===== config.mk =====
export PLATFORM = sky130hd
export DESIGN_NAME = ssem_controller
export DESIGN_NICKNAME = d
export VERILOG_FILES = /design/src/rtl/ssem_controller.sv
export SDC_FILE = /design/constraint.sdc
export NUM_CORES = 1
export LEC_CHECK = 0
export CORE_MARGIN = 5
export CORE_UTILIZATION = 50
export CTS_CLUSTER_DIAMETER = 150
export DETAILED_ROUTE_END_ITERATION = 6
export DONT_BUFFER_PORTS = 1
export GPL_ROUTABILITY_DRIVEN = 0
export PLACE_DENSITY_LB_ADDON = 0.05
export SLEW_MARGIN = 20
export SYNTH_ARGS = -nofsm -noshare
export SYNTH_HDL_FRONTEND = slang
export SYNTH_SLANG_ARGS = --single-unit
export TNS_END_PERCENT = 10

===== constraint.sdc =====
create_clock -name clk -period 1.5 [get_ports clk]
set_input_delay 0 -clock clk [delete_from_list [all_inputs] [get_ports clk]]
set_output_delay 0 -clock clk [all_outputs]
set_load 0.02 [all_outputs]

===== src/rtl/ssem_controller.sv =====
// SSEM (Manchester Baby) sequencing controller: INC/FETCH/DECODE/EXEC cycle with
// memory handshake, access timeout, instruction counter and clean halt on stop_req.
module ssem_controller #(
  parameter int unsigned MEM_TIMEOUT = 15
) (
  input  logic        clk,
  input  logic        reset,
  input  logic        start,
  input  logic        stop_req,
  input  logic [2:0]  opcode,
  input  logic        acc_negative,
  input  logic        mem_ack,
  output logic        mem_req,
  output logic        mem_we,
  output logic        addr_sel,
  output logic        ci_inc,
  output logic        ci_load,
  output logic        ci_add,
  output logic        pi_load,
  output logic        acc_load_neg,
  output logic        acc_sub,
  output logic        acc_to_bus,
  output logic        mem_to_bus,
  output logic        halted,
  output logic        fault,
  output logic [15:0] instr_count
);

  localparam logic [2:0] StHalt   = 3'd0;
  localparam logic [2:0] StInc    = 3'd1;
  localparam logic [2:0] StFetch  = 3'd2;
  localparam logic [2:0] StDecode = 3'd3;
  localparam logic [2:0] StExec   = 3'd4;

  localparam logic [2:0] OpJmp = 3'b000;
  localparam logic [2:0] OpJrp = 3'b001;
  localparam logic [2:0] OpLdn = 3'b010;
  localparam logic [2:0] OpSto = 3'b011;
  localparam logic [2:0] OpCmp = 3'b110;
  localparam logic [2:0] OpStp = 3'b111;

  localparam int unsigned TW = (MEM_TIMEOUT > 1) ? $clog2(MEM_TIMEOUT) : 1;
  localparam logic [TW-1:0] TLast = TW'(MEM_TIMEOUT - 1);

  logic [2:0]    state_q, state_d;
  logic [TW-1:0] timeout_q, timeout_d;
  logic [15:0]   count_q, count_d;
  logic          fault_q, fault_d;
  logic          stop_q, stop_d;

  always_comb begin
    state_d      = state_q;
    timeout_d    = '0;
    count_d      = count_q;
    fault_d      = fault_q;
    // A stop request seen at any point mid-instruction is honoured at the next INC.
    stop_d       = stop_q | stop_req;
    mem_req      = 1'b0;
    mem_we       = 1'b0;
    addr_sel     = 1'b0;
    ci_inc       = 1'b0;
    ci_load      = 1'b0;
    ci_add       = 1'b0;
    pi_load      = 1'b0;
    acc_load_neg = 1'b0;
    acc_sub      = 1'b0;
    acc_to_bus   = 1'b0;
    mem_to_bus   = 1'b0;

    case (state_q)
      StHalt: begin
        stop_d = 1'b0;
        if (start) begin
          state_d = StInc;
          fault_d = 1'b0;
        end
      end
      StInc: begin
        if (stop_req || stop_q) begin
          state_d = StHalt;
        end else begin
          ci_inc  = 1'b1;
          state_d = StFetch;
        end
      end
      StFetch: begin
        mem_req = 1'b1;
        if (mem_ack) begin
          mem_to_bus = 1'b1;
          pi_load    = 1'b1;
          state_d    = StDecode;
        end
      end
      StDecode: begin
        count_d = count_q + 16'd1;
        state_d = (opcode == OpStp) ? StHalt : StExec;
      end
      StExec: begin
        if (opcode == OpCmp) begin
          ci_inc  = acc_negative;
          state_d = StInc;
        end else if (opcode == OpStp) begin
          state_d = StInc;
        end else begin
          mem_req  = 1'b1;
          addr_sel = 1'b1;
          if (opcode == OpSto) begin
            mem_we     = 1'b1;
            acc_to_bus = 1'b1;
          end
          if (mem_ack) begin
            state_d = StInc;
            if (opcode != OpSto) begin
              mem_to_bus = 1'b1;
            end
            case (opcode)
              OpJmp:   ci_load      = 1'b1;
              OpJrp:   ci_add       = 1'b1;
              OpLdn:   acc_load_neg = 1'b1;
              OpSto:   ;
              default: acc_sub      = 1'b1;
            endcase
          end
        end
      end
      default: state_d = StHalt;
    endcase

    // Consecutive un-acked request cycles; the last allowed cycle can still be acked.
    if (mem_req && !mem_ack) begin
      if (timeout_q == TLast) begin
        state_d = StHalt;
        fault_d = 1'b1;
      end else begin
        timeout_d = timeout_q + TW'(1);
      end
    end
  end

  always_ff @(posedge clk) begin
    if (reset) begin
      state_q   <= StHalt;
      timeout_q <= '0;
      count_q   <= '0;
      fault_q   <= 1'b0;
      stop_q    <= 1'b0;
    end else begin
      state_q   <= state_d;
      timeout_q <= timeout_d;
      count_q   <= count_d;
      fault_q   <= fault_d;
      stop_q    <= stop_d;
    end
  end

  assign halted      = (state_q == StHalt);
  assign fault       = fault_q;
  assign instr_count = count_q;

endmodule


**Word-level counts from Yosys, hierarchy flattened**

Cells that the tools add are included.

- Output and inout bits: 29
- Input bits: 9
- Bits in registers: 25
- Logic and storage cells: 80

- Reductions and logical operators: 8
- $add $sub $neg: 2
- Bitwise operators: 2
- Equality and inequality tests: 11
- Muxes and demuxes: 52

Operator list:

| kind | number |
|---|---|
| $mux W1 | 39 |
| $mux W3 | 8 |
| $add A16 B1 Y16 const B | 1 |
| $pmux W3 S5 | 1 |
| $eq A3 B2 Y1 const B | 4 |
| $eq A3 B3 Y1 const B | 3 |
| $eq A3 B1 Y1 const B | 2 |
| $logic_not A3 Y1 | 2 |
| $pmux W1 S2 | 3 |
| $add A4 B1 Y4 const B | 1 |
| $eq A4 B4 Y1 const B | 1 |
| $reduce_or A4 Y1 | 1 |
| $ne A3 B2 Y1 const B | 1 |
| $reduce_or A3 Y1 | 1 |
| $mux W2 | 1 |
| $reduce_or A2 Y1 | 1 |
| $logic_and A1 B1 Y1 | 1 |
| $logic_not A1 Y1 | 1 |
| $logic_or A1 B1 Y1 | 1 |
| $not A1 Y1 | 1 |
| $or A1 B1 Y1 | 1 |

**Logic depth before layout (Yosys ltp)**

- Word-level depth: 7
- Depth in mapped cells: 6
- Depth with buffers taken out: 6

**Worst setup path after synthesis**

Ideal clock, no wire load.

- Path kind: register -> output
- Start: reg state_q[0]
- End: out mem_we
- Arrival time: 1.805 ns
- Path buffers: 2
- Stages on the path, launching flop included: 6
- Setup slack: -0.305 ns
- Data required time: 1.500 ns
- Path through: dfxtp_1 > clkbuf_1 > nor3b_1 > nand2_1 > nor3b_1 > buf_4

- Word-level cells in the longest chain between the ends: 2

Ends and longest elaborated chain:

| what | line | source |
|---|---|---|
| from (decl) | 45 | `logic [2:0] state_q, state_d;` |
| from (signal assigned) | 142 | `state_q <= StHalt;` |
| from (signal assigned) | 148 | `state_q <= state_d;` |
| $eq A3 B3 Y1 | -- |  |
| $mux W1 | -- |  |
| to (decl) | 14 | `output logic mem_we,` |

Every way passes these cells.

**Worst setup path in the final report**

- Start: reg state_q[1]
- End: out acc_load_neg

- Word-level cells in the longest chain between the ends: 2

Ends and longest elaborated chain:

| what | line | source |
|---|---|---|
| $eq A3 B3 Y1 | 70 | `case (state_q)` |
| $mux W1 | 70 |  |
| to (decl) | 20 | `output logic acc_load_neg,` |

Every way passes these cells.

==> impl_metrics.toml <==
[placed_design]
place_hpwl_mm = 2.347
postPlaceCellArea_um2 = 1615
dp.cells = 222
io_buffers = 0

[sta]
fin_skew_ns = 0.007318
grt_setup_unrepaired = "true"
hold_slack_ns = -0.001394
finalHoldViolations = 1
slew_violations = 0
setup_slack_ns = -0.1006
fin_crit_sh_pct = 106.7
setup_viol = 11
slew_headroom_pct = 47.51
tightest_slew_ns = 0.7847
fmax_mhz = 624.8
min_period_ns = 1.601

[global_routing]
grt_max_degree = 21
grt_pass1_wl_mm = 5.478
grtUsageMet3_pct = 3.617
grt.overflow.total = 0
antenna_found_initial = 0
met1_usage_pct = 23.25
grt_pass1_vias = 1251
grt_usage_pct = 19.36
top_usage_layer = "met2"
grtUsageMet2_pct = 34.05

[floorplan]
fp.dieH_um = 60.65
io_pins = 38
core_area_um2 = 2455
die_x_um = 60.65
placementRows = 18
dieArea_um2 = 3678
initial_core_util_pct = 52.24

[critical_path]
r2r_end = "instr_count[12]"
rr_worst_depth = 5
crit_top_cell = "buf_4"
crit_family = "simple AND/OR/NAND/NOR gates"
crit_path_end_kind = "output port"
reg2reg_slack_ns = -0.04
worstPathCellList = "buf_6, nor3b_2, buf_4, nand2_4, nor4b_2, buf_4"
crit_type = "reg -> out"
critPathMaxStageDelay_ns = 0.38
cp.required_ns = 1.50
path_buf_inv = 3
slowest_stage = "dfxtp_4"
endpoint = "acc_load_neg"
cp-startpoint = "state_q[1]"
r2r_start = "state_q[2]"
startpoint_type = "register"
cp.depth = 6
path_max_fanout = 4
crit_arrival_ns = 1.60

[synthesis]
synth_cell_type_count = 36
syn-instance-count = 156
ys.flop_type = "dfxtp_1"
yosys_register_bits = 25
yosys-top-cells-area = "dfxtp_1, nor2_1, nand2_1"
synthesis.nets = 168
synth-edff-count = 0
synth_top_area_share_pct = 39.02
yosys.area_share.simple_pct = 35.61
yosys.area_share.adder_pct = 2.927
ys_top_cells_by_count = "dfxtp_1, nor2_1, nand2_1"
async_reset_ff_share_pct = 0
synth_xor_area_share_pct = 7.512
ys_seq_area_share_pct = 39.02
syn_area_um2 = 1282
avgSynthCellArea_um2 = 8.221
yosysMostFrequentCell = "dfxtp_1"
yosys_warnings = 0
synth_top_cell_by_area = "dfxtp_1"
synth_mux_area_share_pct = 0.8780
synth-compound-area-share_pct = 10.44
synth_top_family_by_area = "simple AND/OR/NAND/NOR gates"

[cells_and_area]
area_delta_synth_final_pct = 44.88
stdcell_count = 234
fin_nets = 217
n_antenna_cell = 0
drive_gt1_share_pct = 42.65
final_area_um2 = 1858

[clock_tree]
root_buffer = "clkbuf_4"
insertion_delay_ns = 0.32
cts_buffers = 3
cts_tree = "done"
numClockSinks = 25
ctsLongestPathBuffers = 2
cts.htree.levels = 1
cts.clk_slew.worst_paths_ns = 0.14

[hold_path]
hold_path.class = "in -> reg"

[routing]
drt-initial-drc-count = 34
vias = 1314
vias_per_cell = 5.615
antenna_left = 0
drc = 0
finalWirelength_mm = 3.332
firstDrtPassIters = 7
wire_per_inst_um = 14.24

[pwr]
cellPowerDensity_nw_per_um2 = 605.2
fin_total_pwr_mw = 1.125
p_leak_nw = 0.7694
ir_drop_mv = 0.6038

[status]
failed_checks = "negative hold slack, negative setup slack"
outcome = "finished with violations"

[flow_run]
maxCapViolCount = 0
-- where the power goes --
part,switching [mW],leakage [nW],internal [mW]
Sequential,0.00615,0.207,0.670
Clock,0.217,0.0139,0.102
Combinational,0.0705,0.549,0.0587
-- sequential cells by signal, indices dropped and copies added (netlist names) --
| signal | cells |
|---|---|
| fault | 1 |
| stop_q | 1 |
| state_q | 3 |
| timeout_q | 4 |
| instr_count | 16 |
-- timing repair --
action                                 in CTS  in global routing
cloned                                      0                  0
gates resized for setup                    17                 26
hold buffers                                5                  0
buffers inserted                            3                  0
pin swaps                                   7                  7
endpoints found under the hold margin      25                  0
setup endpoints to repair                  18                 23
-- layout make-up --
type | count | area (µm²)
clock buffer | 3 | 22.52
sequential | 25 | 515.5
timing repair buffer | 51 | 410.4
fill | 199 | 596.8
inverter | 2 | 7.507
clock inverter | 1 | 7.507
multi-input combinational | 122 | 857.1
tap | 30 | 37.54
-- stage by stage --
step	util (%)	worst slack [ns]	TNS (ns)
3_3_place_gp	65.80	0.01685	0
2_1_floorplan	-	-0.2216	-0.9023
5_1_grt	75.69	-0.1897	-1.307
6_report	75.69	-0.1006	-0.4323
4_1_cts	72.07	-0.07983	-0.3232
3_5_place_dp	65.80	-0.03574	-0.09737
-- worst register-to-register path, cell delays in order (launching register included) --
cell	delay (ns)
dfxtp_2	0.35
buf_4	0.15
nand3b_4	0.16
or4_4	0.55
o21ai_1	0.15
a21oi_1	0.07
-- worst min-delay path by stage --
stage              start           end  depth (start not counted)
5_1_grt          mem_ack    state_q[2]                          3
3_5_place_dp       reset         fault                          1
3_3_place_gp       reset         fault                          1
4_1_cts          mem_ack    state_q[2]                          3
2_1_floorplan  opcode[0]  acc_load_neg                          1
6_report         mem_ack    state_q[2]                          3
-- per-layer routing --
| layer | share of wire [%] | vias up | wire [µm] |
|---|---|---|---|
| li1 | - | 649 | - |
| met3 | 4.6 | 6 | 154 |
| met4 | 1.6 | 0 | 54 |
| met2 | 51 | 31 | 1687 |
| met1 | 43 | 628 | 1436 |
| met5 | 0 | - | 0 |
-- logic make-up (layout without fill, tap and decap cells) --
family | Yosys count | count (layout)
flops | 25 | 25
buf+inv | 9 | 57
fa+ha+maj | 3 | 3
mux | 1 | 1
simple gates | 84 | 84
compound gates | 23 | 23
xor+xnor | 11 | 11
-- placed cells by master (no fill, tap or decap), drive strengths merged, types with 2 or more instances in the layout --
master	count
o21ai	5
buf	46
dfxtp	25
nand2	19
and4	2
nor2b	2
and3	2
and3b	2
nor3b	4
inv	2
nor2	21
nand3	5
or3	2
clkbuf	3
a21oi	12
xnor2	5
nand3b	2
or4	5
nand4	4
nand4b	2
dlygate4sd3	5
xor2	6
nor3	7
and2	2
o31ai	2
ha	3
(Power assumes the default switching activity.)
